$ cat config.mk
export PLATFORM = sky130hd
export DESIGN_NAME = load_store_unit
export DESIGN_NICKNAME = d
export VERILOG_FILES = /design/src/rtl/lsu_pkg.sv /design/src/rtl/lsu_align.sv /design/src/rtl/load_store_unit.sv
export SDC_FILE = /design/constraint.sdc
export NUM_CORES = 1
export LEC_CHECK = 0
export ABC_AREA = 1
export CAP_MARGIN = 15
export CORE_UTILIZATION = 25
export CTS_CLUSTER_DIAMETER = 150
export DETAILED_ROUTE_END_ITERATION = 8
export MAX_ROUTING_LAYER = met4
export PLACE_DENSITY = 0.51
export RECOVER_POWER = 50
export SYNTH_ARGS = -nofsm -noshare
export SYNTH_HDL_FRONTEND = slang
export SYNTH_SLANG_ARGS = --single-unit
$ cat constraint.sdc
create_clock -name i_clk -period 1.6 [get_ports i_clk]
set_input_delay 0.32 -clock i_clk [delete_from_list [all_inputs] [get_ports i_clk]]
set_output_delay 0.32 -clock i_clk [all_outputs]
set_load 0.03 [all_outputs]
$ cat src/rtl/lsu_pkg.sv
// lsu_pkg: shared definitions for the load/store unit.
//   - funct3 encodings for RV64 loads/stores (F3_B .. F3_WU, F3_ILL)
//   - FSM state enum lsu_state_t
//   - size_bytes(): access size in bytes from funct3
//   - is_aligned(): natural-alignment check, also rejects the illegal funct3
package lsu_pkg;

    localparam logic [2:0] F3_B   = 3'b000;
    localparam logic [2:0] F3_H   = 3'b001;
    localparam logic [2:0] F3_W   = 3'b010;
    localparam logic [2:0] F3_D   = 3'b011;
    localparam logic [2:0] F3_BU  = 3'b100;
    localparam logic [2:0] F3_HU  = 3'b101;
    localparam logic [2:0] F3_WU  = 3'b110;
    localparam logic [2:0] F3_ILL = 3'b111;

    typedef enum logic [2:0] {
        ST_IDLE   = 3'd0,
        ST_LOAD   = 3'd1,
        ST_RMW_RD = 3'd2,
        ST_RMW_WR = 3'd3,
        ST_WRITE  = 3'd4,
        ST_DONE   = 3'd5
    } lsu_state_t;

    // funct3[1:0] encodes log2(size); funct3[2] is the unsigned flag.
    function automatic logic [3:0] size_bytes(input logic [2:0] funct3);
        case (funct3[1:0])
            2'b00:   size_bytes = 4'd1;
            2'b01:   size_bytes = 4'd2;
            2'b10:   size_bytes = 4'd4;
            default: size_bytes = 4'd8;
        endcase
    endfunction

    // Returns 0 for an illegal funct3 too, so a single test decides "fault".
    function automatic logic is_aligned(input logic [2:0] funct3, input logic [2:0] off);
        if (funct3 == F3_ILL) begin
            is_aligned = 1'b0;
        end else begin
            case (funct3[1:0])
                2'b00:   is_aligned = 1'b1;
                2'b01:   is_aligned = (off[0] == 1'b0);
                2'b10:   is_aligned = (off[1:0] == 2'b00);
                default: is_aligned = (off == 3'b000);
            endcase
        end
    endfunction

endpackage

$ cat src/rtl/lsu_align.sv
// lsu_align: combinational byte-lane merge and load extraction.
//   base     in  64  doubleword read from memory
//   wdata    in  64  store data, valid in the low size bytes
//   off      in  3   byte offset inside the doubleword
//   funct3   in  3   access size / sign
//   merged   out 64  base with lanes off..off+size-1 replaced by wdata
//   load_val out 64  (base >> 8*off) truncated to size, sign/zero extended
module lsu_align
    import lsu_pkg::*;
(
    input  logic [63:0] base,
    input  logic [63:0] wdata,
    input  logic [2:0]  off,
    input  logic [2:0]  funct3,
    output logic [63:0] merged,
    output logic [63:0] load_val
);

    logic [5:0]  sh;
    logic [63:0] lane_mask;
    logic [63:0] pos_mask;
    logic [63:0] shifted;

    assign sh = {off, 3'b000};

    always_comb begin
        case (size_bytes(funct3))
            4'd1:    lane_mask = 64'h0000_0000_0000_00FF;
            4'd2:    lane_mask = 64'h0000_0000_0000_FFFF;
            4'd4:    lane_mask = 64'h0000_0000_FFFF_FFFF;
            default: lane_mask = 64'hFFFF_FFFF_FFFF_FFFF;
        endcase
        // Aligned accesses never cross the doubleword, so the shifted mask
        // never loses lanes off the top.
        pos_mask = lane_mask << sh;
        merged   = (base & ~pos_mask) | ((wdata << sh) & pos_mask);

        shifted = base >> sh;
        case (funct3)
            F3_B:    load_val = {{56{shifted[7]}},  shifted[7:0]};
            F3_H:    load_val = {{48{shifted[15]}}, shifted[15:0]};
            F3_W:    load_val = {{32{shifted[31]}}, shifted[31:0]};
            F3_BU:   load_val = {56'd0, shifted[7:0]};
            F3_HU:   load_val = {48'd0, shifted[15:0]};
            F3_WU:   load_val = {32'd0, shifted[31:0]};
            default: load_val = shifted;
        endcase
    end

endmodule

$ cat src/rtl/load_store_unit.sv
// load_store_unit: MEM-stage sequencer turning one RV64 load/store into
// doubleword-aligned accesses on a 64-bit data-memory port.
//   i_clk, i_rst              clock, synchronous active-high reset
//   i_valid/o_ready           request handshake (accept on i_valid & o_ready)
//   i_we, i_funct3, i_addr,
//   i_wdata                   request fields
//   o_done, o_fault, o_rdata  one-cycle completion, fault flag, load result
//   o_busy                    stall to the hazard unit (= ~o_ready)
//   o_mem_*, o_MemRead/Write  data-memory port; all zero when not strobed
//   i_mem_rdata, i_mem_valid  combinational read data / valid from memory
module load_store_unit
    import lsu_pkg::*;
#(
    parameter int ADDR_W = 64,
    parameter int DATA_W = 64
) (
    input  logic              i_clk,
    input  logic              i_rst,
    input  logic              i_valid,
    output logic              o_ready,
    input  logic              i_we,
    input  logic [2:0]        i_funct3,
    input  logic [ADDR_W-1:0] i_addr,
    input  logic [DATA_W-1:0] i_wdata,
    output logic              o_done,
    output logic [DATA_W-1:0] o_rdata,
    output logic              o_fault,
    output logic              o_busy,
    output logic [ADDR_W-1:0] o_mem_r_addr,
    output logic [ADDR_W-1:0] o_mem_w_addr,
    output logic [DATA_W-1:0] o_mem_wdata,
    output logic              o_MemRead,
    output logic              o_MemWrite,
    input  logic [DATA_W-1:0] i_mem_rdata,
    input  logic              i_mem_valid
);

    lsu_state_t        state_q;
    logic [ADDR_W-1:0] addr_q;
    logic [DATA_W-1:0] dw_q;      // store data, then the merged doubleword
    logic [2:0]        funct3_q;
    logic              fault_q;
    logic [DATA_W-1:0] rdata_q;

    logic [DATA_W-1:0] merged;
    logic [DATA_W-1:0] load_val;
    logic [ADDR_W-1:0] dw_addr;
    logic              req_ok;

    // Memory returns data combinationally, so the valid flag carries no
    // extra information for this unit.
    logic unused_mem_valid;
    assign unused_mem_valid = i_mem_valid;

    assign req_ok  = is_aligned(i_funct3, i_addr[2:0]);
    assign dw_addr = {addr_q[ADDR_W-1:3], 3'b000};

    lsu_align u_align (
        .base     (i_mem_rdata),
        .wdata    (dw_q),
        .off      (addr_q[2:0]),
        .funct3   (funct3_q),
        .merged   (merged),
        .load_val (load_val)
    );

    always_ff @(posedge i_clk) begin
        if (i_rst) begin
            state_q  <= ST_IDLE;
            addr_q   <= '0;
            dw_q     <= '0;
            funct3_q <= '0;
            fault_q  <= 1'b0;
            rdata_q  <= '0;
        end else begin
            case (state_q)
                ST_IDLE: begin
                    if (i_valid) begin
                        addr_q   <= i_addr;
                        dw_q     <= i_wdata;
                        funct3_q <= i_funct3;
                        fault_q  <= ~req_ok;
                        if (!req_ok)                state_q <= ST_DONE;
                        else if (!i_we)             state_q <= ST_LOAD;
                        else if (i_funct3 == F3_D)  state_q <= ST_WRITE;
                        else                        state_q <= ST_RMW_RD;
                    end
                end
                // The extracted value is registered straight into o_rdata so
                // it is already valid during the DONE cycle.
                ST_LOAD: begin
                    rdata_q <= load_val;
                    state_q <= ST_DONE;
                end
                // Merge against the live read so RMW_WR drives a registered,
                // stable doubleword.
                ST_RMW_RD: begin
                    dw_q    <= merged;
                    state_q <= ST_RMW_WR;
                end
                ST_RMW_WR,
                ST_WRITE: state_q <= ST_DONE;
                ST_DONE:  state_q <= ST_IDLE;
                default:  state_q <= ST_IDLE;
            endcase
        end
    end

    assign o_ready    = (state_q == ST_IDLE);
    assign o_busy     = ~o_ready;
    assign o_done     = (state_q == ST_DONE);
    assign o_fault    = o_done & fault_q;
    assign o_rdata    = rdata_q;

    assign o_MemRead  = (state_q == ST_LOAD) || (state_q == ST_RMW_RD);
    assign o_MemWrite = (state_q == ST_WRITE) || (state_q == ST_RMW_WR);

    assign o_mem_r_addr = o_MemRead  ? dw_addr : '0;
    assign o_mem_w_addr = o_MemWrite ? dw_addr : '0;
    assign o_mem_wdata  = o_MemWrite ? dw_q    : '0;

endmodule

==> results.json, run 1 <==
{
  "syn_inst": 2260,
  "initial_core_util": 0.254,
  "avgRoutedWirePerCell_um": 20.8,
  "cts_buffer_depth": 2,
  "power_density_mw_per_mm2": 1100,
  "startpoint_type": "flip-flop",
  "drive_above_1_share": 0.265,
  "critical_path_class": "flip-flop to primary output",
  "synth.top_cell.area_share": 0.305,
  "cap_violations": 0,
  "crit_fanout": 18,
  "synth-seq-cells": 199,
  "synthesis.area_mm2": 0.0131,
  "min_period_over_period": 1.36,
  "post_synth.cell_area_avg_um2": 5.79,
  "cp-end-kind": "primary output",
  "synthArstFlopShare": 0,
  "dpl.hpwl_mm": 61.1,
  "layout_setup_ws_ps": -577,
  "worstHoldPathType": "primary input to flip-flop",
  "cts_made_buffers": 17,
  "cts_tree": "built",
  "grt_antenna_before_repair": 6,
  "slew_viol_final": 0,
  "required_ps": 1280,
  "grt_overflow": 0,
  "grt_max_degree": 50,
  "core_mm2": 0.0515,
  "setup_viol": 384,
  "fmax_mhz": 459,
  "io_buffers": 454,
  "synthTopCellsByArea": "dfxtp_1 30%, nand2_1 14%, o21ai_0 11%, nor2_1 10%, a21oi_1 7.8%",
  "die-area_mm2": 0.0532,
  "finalWirelength_mm": 75.4,
  "placed_area_mm2": 0.0216,
  "status": "finished, violations left",
  "synth_top_area_cell": "dfxtp_1",
  "synth_flop_cell": "dfxtp_1",
  "drc": 0,
  "vias": 17448,
  "hold_ws_ps": 431,
  "fp.dieW_um": 231,
  "tightest_slew_ps": 581,
  "first_pass_iters": 6,
  "cts_root_buf": "clkbuf_16",
  "nets": 3125,
  "ys_warn_count": 0,
  "area_growth_pct": 76.8,
  "num_io_pins": 462,
  "grtUsageTotal": 0.283,
  "critPathArrivalTime_ps": 1860,
  "insertion_delay_ps": 510,
  "r2r_slack_ps": -260,
  "rows": 83,
  "leakage_nw": 9.98,
  "nFillCells": 5414,
  "ir_worst_vdd_mv": 0.814,
  "path_clk_slew_ps": 80,
  "grt_pass1_wl_mm": 108,
  "via_per_inst": 4.81,
  "drt_iter0_markers": 1306,
  "rsz0062_at_grt": "true",
  "die_h_um": 231,
  "maxSlewHeadroom": 0.608,
  "clock-sinks": 199,
  "synth_edf_count": 0,
  "clock-skew-final_ps": 12.7,
  "htree_num_levels": 4,
  "grt_pass1_vias": 16559,
  "yosysUniqueCellTypes": 32,
  "gp_congestion": 0.997,
  "yosysSeqAreaShare": 0.305,
  "violations": "negative setup slack",
  "fin_area_mm2": 0.0231,
  "fin_crit_ps": 2180,
  "final-hold-violation-count": 0,
  "drtAntennaViolNets": 0
}
[critical path, stage by stage, from the launching register on]
cell and delay (ps):
dfxtp_4 390, nor2_4 60, nor2_4 150, nand2_8 120, buf_12 180, buf_4 170, nor2_2 130, buf_12 140
[worst paths after layout]
path / cells after the start / end / startpoint
worst min register to register: 2 / o_rdata[62] / o_rdata[62]
worst min-delay path: 3 / addr_q[11] / i_addr[11]
worst max register to register: 8 / o_rdata[24] / addr_q[0]
worst max-delay path: 7 / o_mem_wdata[4] / state_q[2]
[layer usage]
layer / GRT usage / part of all wire / up-vias
met2: 0.444 / 0.47 / 603
met3: 0.0478 / 0.059 / 71
met4: 0.0795 / 0.021 / 0
met5: - / 0 / -
li1: - / - / 8597
met1: 0.371 / 0.45 / 8177
[stage by stage]
stage	power, mW	cells	setup TNS (ps)	utilization	setup slack, ps
after CTS	25.4	3615	-130320	0.444	-611
final	25.6	3624	-129710	0.449	-577
after detailed placement	19.9	3573	-54830	0.420	-349
after global placement	19.9	3573	-52150	0.420	-342
after floorplan	13.4	2265	-24940	-	-187
after global routing	26.9	3623	-170000	0.449	-658
[kinds of logic after synthesis]
group,share of synthesized area
AND/OR/NAND/NOR,0.335
AO/OA/AOI/OAI,0.225
buffers and inverters,0.136
flip-flops,0.305
other,0.000287
[sequential cells by signal, indices dropped and copies added (netlist names), named ones only]
register	flops
state_q	3
fault_q	1
dw_q	48
funct3_q	3
addr_q	64
o_rdata	64
[cells in the mapped netlist (all sizes together) (3+ instances only)]
library cell,count
a21oi,204
buf,98
clkbuf,71
dfxtp,199
inv,252
nand2,500
nand3,205
nor2,358
nor3,3
o211ai,45
o21ai,311
or2,3
[cell type report]
| class | instances | area (µm²) | area share |
|---|---|---|---|
| timing repair buffer | 810 | 8380 | 0.362 |
| multi-input combinational | 1644 | 8280 | 0.358 |
| sequential | 199 | 4000 | 0.173 |
| inverter | 253 | 971 | 0.0420 |
| tap | 680 | 851 | 0.0368 |
| clock buffer | 18 | 439 | 0.0190 |
| clock inverter | 13 | 189 | 0.00817 |
| antenna | 7 | 17.5 | 0.000757 |
[layout by cell type, fill, tap and decap left out, types with 2 or more instances in the layout]
master	count
o21ai_0	293
o21ai_1	17
dfxtp_2	2
clkbuf_2	7
nor2_2	46
nor2_4	105
buf_12	104
nand2_2	6
clkbuf_16	18
and2_1	2
inv_6	3
nand2_8	3
buf_4	369
a21oi_1	203
buf_16	6
nand4_1	2
nand3_1	202
inv_4	2
dfxtp_4	3
o211ai_1	45
diode_2	7
conb_1	6
inv_1	237
bufinv_16	3
dfxtp_1	194
buf_6	69
clkbuf_1	2
nand3_2	3
clkdlybuf4s50_1	252
nand2_1	490
or2_2	3
nor3_1	2
inv_8	3
inv_2	13
nor2_1	207
clkinv_4	2
[where the power goes]
group | total (mW) | leakage (nW) | switching (mW) | internal (mW)
Combinational | 14.1 | 8.03 | 8.48 | 5.64
Sequential | 6.56 | 1.65 | 0.662 | 5.90
Clock | 4.87 | 0.310 | 2.32 | 2.55
[repair_timing]
item | 4_1_cts | 5_1_grt
pin swaps | 3 | 0
hold buffers | 0 | 0
endpoints found under the setup margin | 389 | 430
resized for setup | 128 | 61
cloned | 4 | 1
setup buffers | 7 | 1
endpoints found under the hold margin | 0 | 0
Note: power is estimated with default switching activity, not from simulation.
==> run 2, diff against run 1 <==
--- a/config.mk
+++ b/config.mk
@@ -10,8 +10,9 @@
 export CORE_UTILIZATION = 25
 export CTS_CLUSTER_DIAMETER = 150
 export DETAILED_ROUTE_END_ITERATION = 8
+export DONT_BUFFER_PORTS = 1
 export MAX_ROUTING_LAYER = met4
-export PLACE_DENSITY = 0.51
+export PLACE_DENSITY = 0.39
 export RECOVER_POWER = 50
 export SYNTH_ARGS = -nofsm -noshare
 export SYNTH_HDL_FRONTEND = slang
==> run 2 against run 1 <==
Net effect: the flow still finishes with violations (negative setup slack); critical path depth up 1; via count down 8.9%; clock skew down 0.95 ps; hold slack worse by 400 ps; clock power down 11%; total power down 11%; largest cell class is now multi-input gates; largest power group unchanged.
==> results.json, run 2 (synthesis results as in run 1) <==
{
  "stdcell_count": 3253,
  "placed_area_mm2": 0.0172,
  "whs_path_depth": 2,
  "violations": "negative setup slack",
  "fmax_mhz": 467,
  "crit_family": "buffers and inverters",
  "cp_num_buf_inv": 5,
  "r2r_start": "state_q[2]",
  "grt_antenna_before_repair": 5,
  "clock-skew-final_ps": 11.7,
  "cts_tree": "built",
  "status": "finished, violations left",
  "grt_max_degree": 65,
  "num_io_pins": 462,
  "avgRoutedWirePerCell_um": 21.4,
  "switchingPower_mw": 10.7,
  "worstHoldPathType": "primary input to flip-flop",
  "cts_buffer_depth": 2,
  "swShare": 0.469,
  "final_cell_mix": "490 x nand2_1, 296 x buf_4, 293 x o21ai_0, 239 x nor2_1, 238 x inv_1",
  "rsz0062_at_grt": "true",
  "fin_crit_ps": 2140,
  "dpl.hpwl_mm": 56.3,
  "final-hold-violation-count": 0,
  "insertion_delay_ps": 500,
  "drive_above_1_share": 0.227,
  "nFillCells": 5797,
  "worst_hold_startpoint": "i_addr[11]",
  "min_period_over_period": 1.34,
  "r2r-end": "dw_q[13]",
  "finalPower_mw": 22.8,
  "clockPowerShare": 0.189,
  "fp.dieW_um": 231,
  "slowest_delay_ps": 340,
  "tightest_slew_ps": 1100,
  "grt_pass1_wl_mm": 100,
  "crit_fanout": 48,
  "drc": 0,
  "leakage_nw": 8.16,
  "r2r_cells": 9,
  "layout_setup_ws_ps": -544,
  "maxSlewHeadroom": 0.265,
  "io_buffers": 0,
  "critical_path_class": "flip-flop to primary output",
  "required_ps": 1280,
  "p_comb_frac": 0.512,
  "finalWirelength_mm": 69.6,
  "cap_violations": 0,
  "intPower_mw": 12.1,
  "final_common_cell": "nand2_1",
  "via_per_inst": 4.88,
  "grt_pass1_vias": 15046,
  "die-area_mm2": 0.0532,
  "drt_iter0_markers": 1191,
  "ir_worst_vdd_mv": 0.752,
  "nets": 2755,
  "fin_area_mm2": 0.0186,
  "slew_viol_final": 0,
  "critPathArrivalTime_ps": 1820,
  "die_h_um": 231,
  "vias": 15888,
  "seqPwrFrac": 0.299,
  "cts_made_buffers": 17,
  "rows": 83,
  "path_cells": "buf_6, inv_2, a21oi_2, inv_2, nand2_8, buf_16, nor2_1, buf_4",
  "seqCellArea_mm2": 0.00400,
  "first_pass_iters": 5,
  "multiInputGateArea_mm2": 0.00805,
  "drtAntennaViolNets": 0,
  "cp_common_cell": "inv_2",
  "clock-sinks": 199,
  "initial_core_util": 0.254,
  "core_mm2": 0.0515,
  "area_growth_pct": 42.3,
  "cp-end-kind": "primary output",
  "cts_root_buf": "clkbuf_16",
  "grtUsageTotal": 0.265,
  "htree_num_levels": 4,
  "cpMaxStageDelayCell": "dfxtp_2",
  "gp_congestion": 0.933,
  "numPlacedInstances": 3164,
  "path_clk_slew_ps": 70,
  "grt_overflow": 0,
  "hold_ws_ps": 28.1,
  "power_density_mw_per_mm2": 1230,
  "setup_viol": 319,
  "hold-path-endpoint": "addr_q[11]",
  "r2r_slack_ps": -220,
  "startpoint_type": "flip-flop"
}
[run 2: cell types whose count changed in the layout (fill, tap and decap cells not counted), moves of 7 or more]
cell	before	now
buf_12	104	46
buf_4	369	296
buf_6	69	25
clkbuf_1	2	9
clkbuf_2	7	15
clkdlybuf4s50_1	252	0
dlygate4sd3_1	0	40
nor2_1	207	239
nor2_4	105	74
[run 2: cell type report]
| cell class | instances | area share |
|---|---|---|
| well taps | 680 | 0.0457 |
| diodes | 5 | 0.000672 |
| multi-input cells | 1644 | 0.432 |
| clock inverters | 13 | 0.00638 |
| repair buffers | 439 | 0.224 |
| flip-flops and latches | 199 | 0.215 |
| repair inverters | 1 | 0.000874 |
| clock buffers | 19 | 0.0238 |
| inverters | 253 | 0.0521 |
[run 2: stage by stage]
| step | TNS (ps) | setup WS (ps) | utilization |
|---|---|---|---|
| floorplan | -24940 | -187 | - |
| global placement | -21810 | -206 | 0.334 |
| detailed placement | -26940 | -197 | 0.334 |
| CTS | -110500 | -585 | 0.360 |
| global route | -137080 | -645 | 0.361 |
| finish | -103120 | -544 | 0.361 |
[run 2: what timing repair did]
action / in CTS / in global routing
gates cloned: 5 / 0
endpoints found under the hold margin: 64 / 0
hold buffers: 40 / 0
setup buffers: 6 / 1
endpoints found under the setup margin: 318 / 361
gates resized for setup: 54 / 28
pin swaps: 13 / 2
[run 2: worst max path at each step]
| stage | slack [ps] | cells past startpoint | from | endpoint |
|---|---|---|---|---|
| after floorplan | -190 | 6 | state_q[1] | o_mem_wdata[54] |
| after global placement | -210 | 8 | state_q[2] | o_mem_r_addr[63] |
| after global routing | -640 | 7 | state_q[0] | o_mem_wdata[34] |
| after detailed placement | -200 | 8 | state_q[2] | o_mem_r_addr[63] |
| after CTS | -580 | 7 | state_q[0] | o_mem_wdata[30] |
| final | -540 | 8 | state_q[2] | o_mem_wdata[35] |
[run 2: power groups by stage]
stage               sequential (mW)  clock, mW  combinational, mW
floorplan                      7.05          0               6.40
global placement               6.92          0               11.0
detailed placement             6.94          0               11.0
CTS                            6.83       4.50               11.7
global route                   6.93       4.68               12.6
finish                         6.82       4.32               11.7
[run 2: per-layer routing]
layer	share of wire	vias to the layer above	global-route usage
li1	-	7851	-
met1	0.45	7440	0.344
met2	0.47	522	0.413
met3	0.059	75	0.0463
met4	0.025	0	0.0935
met5	0	-	-
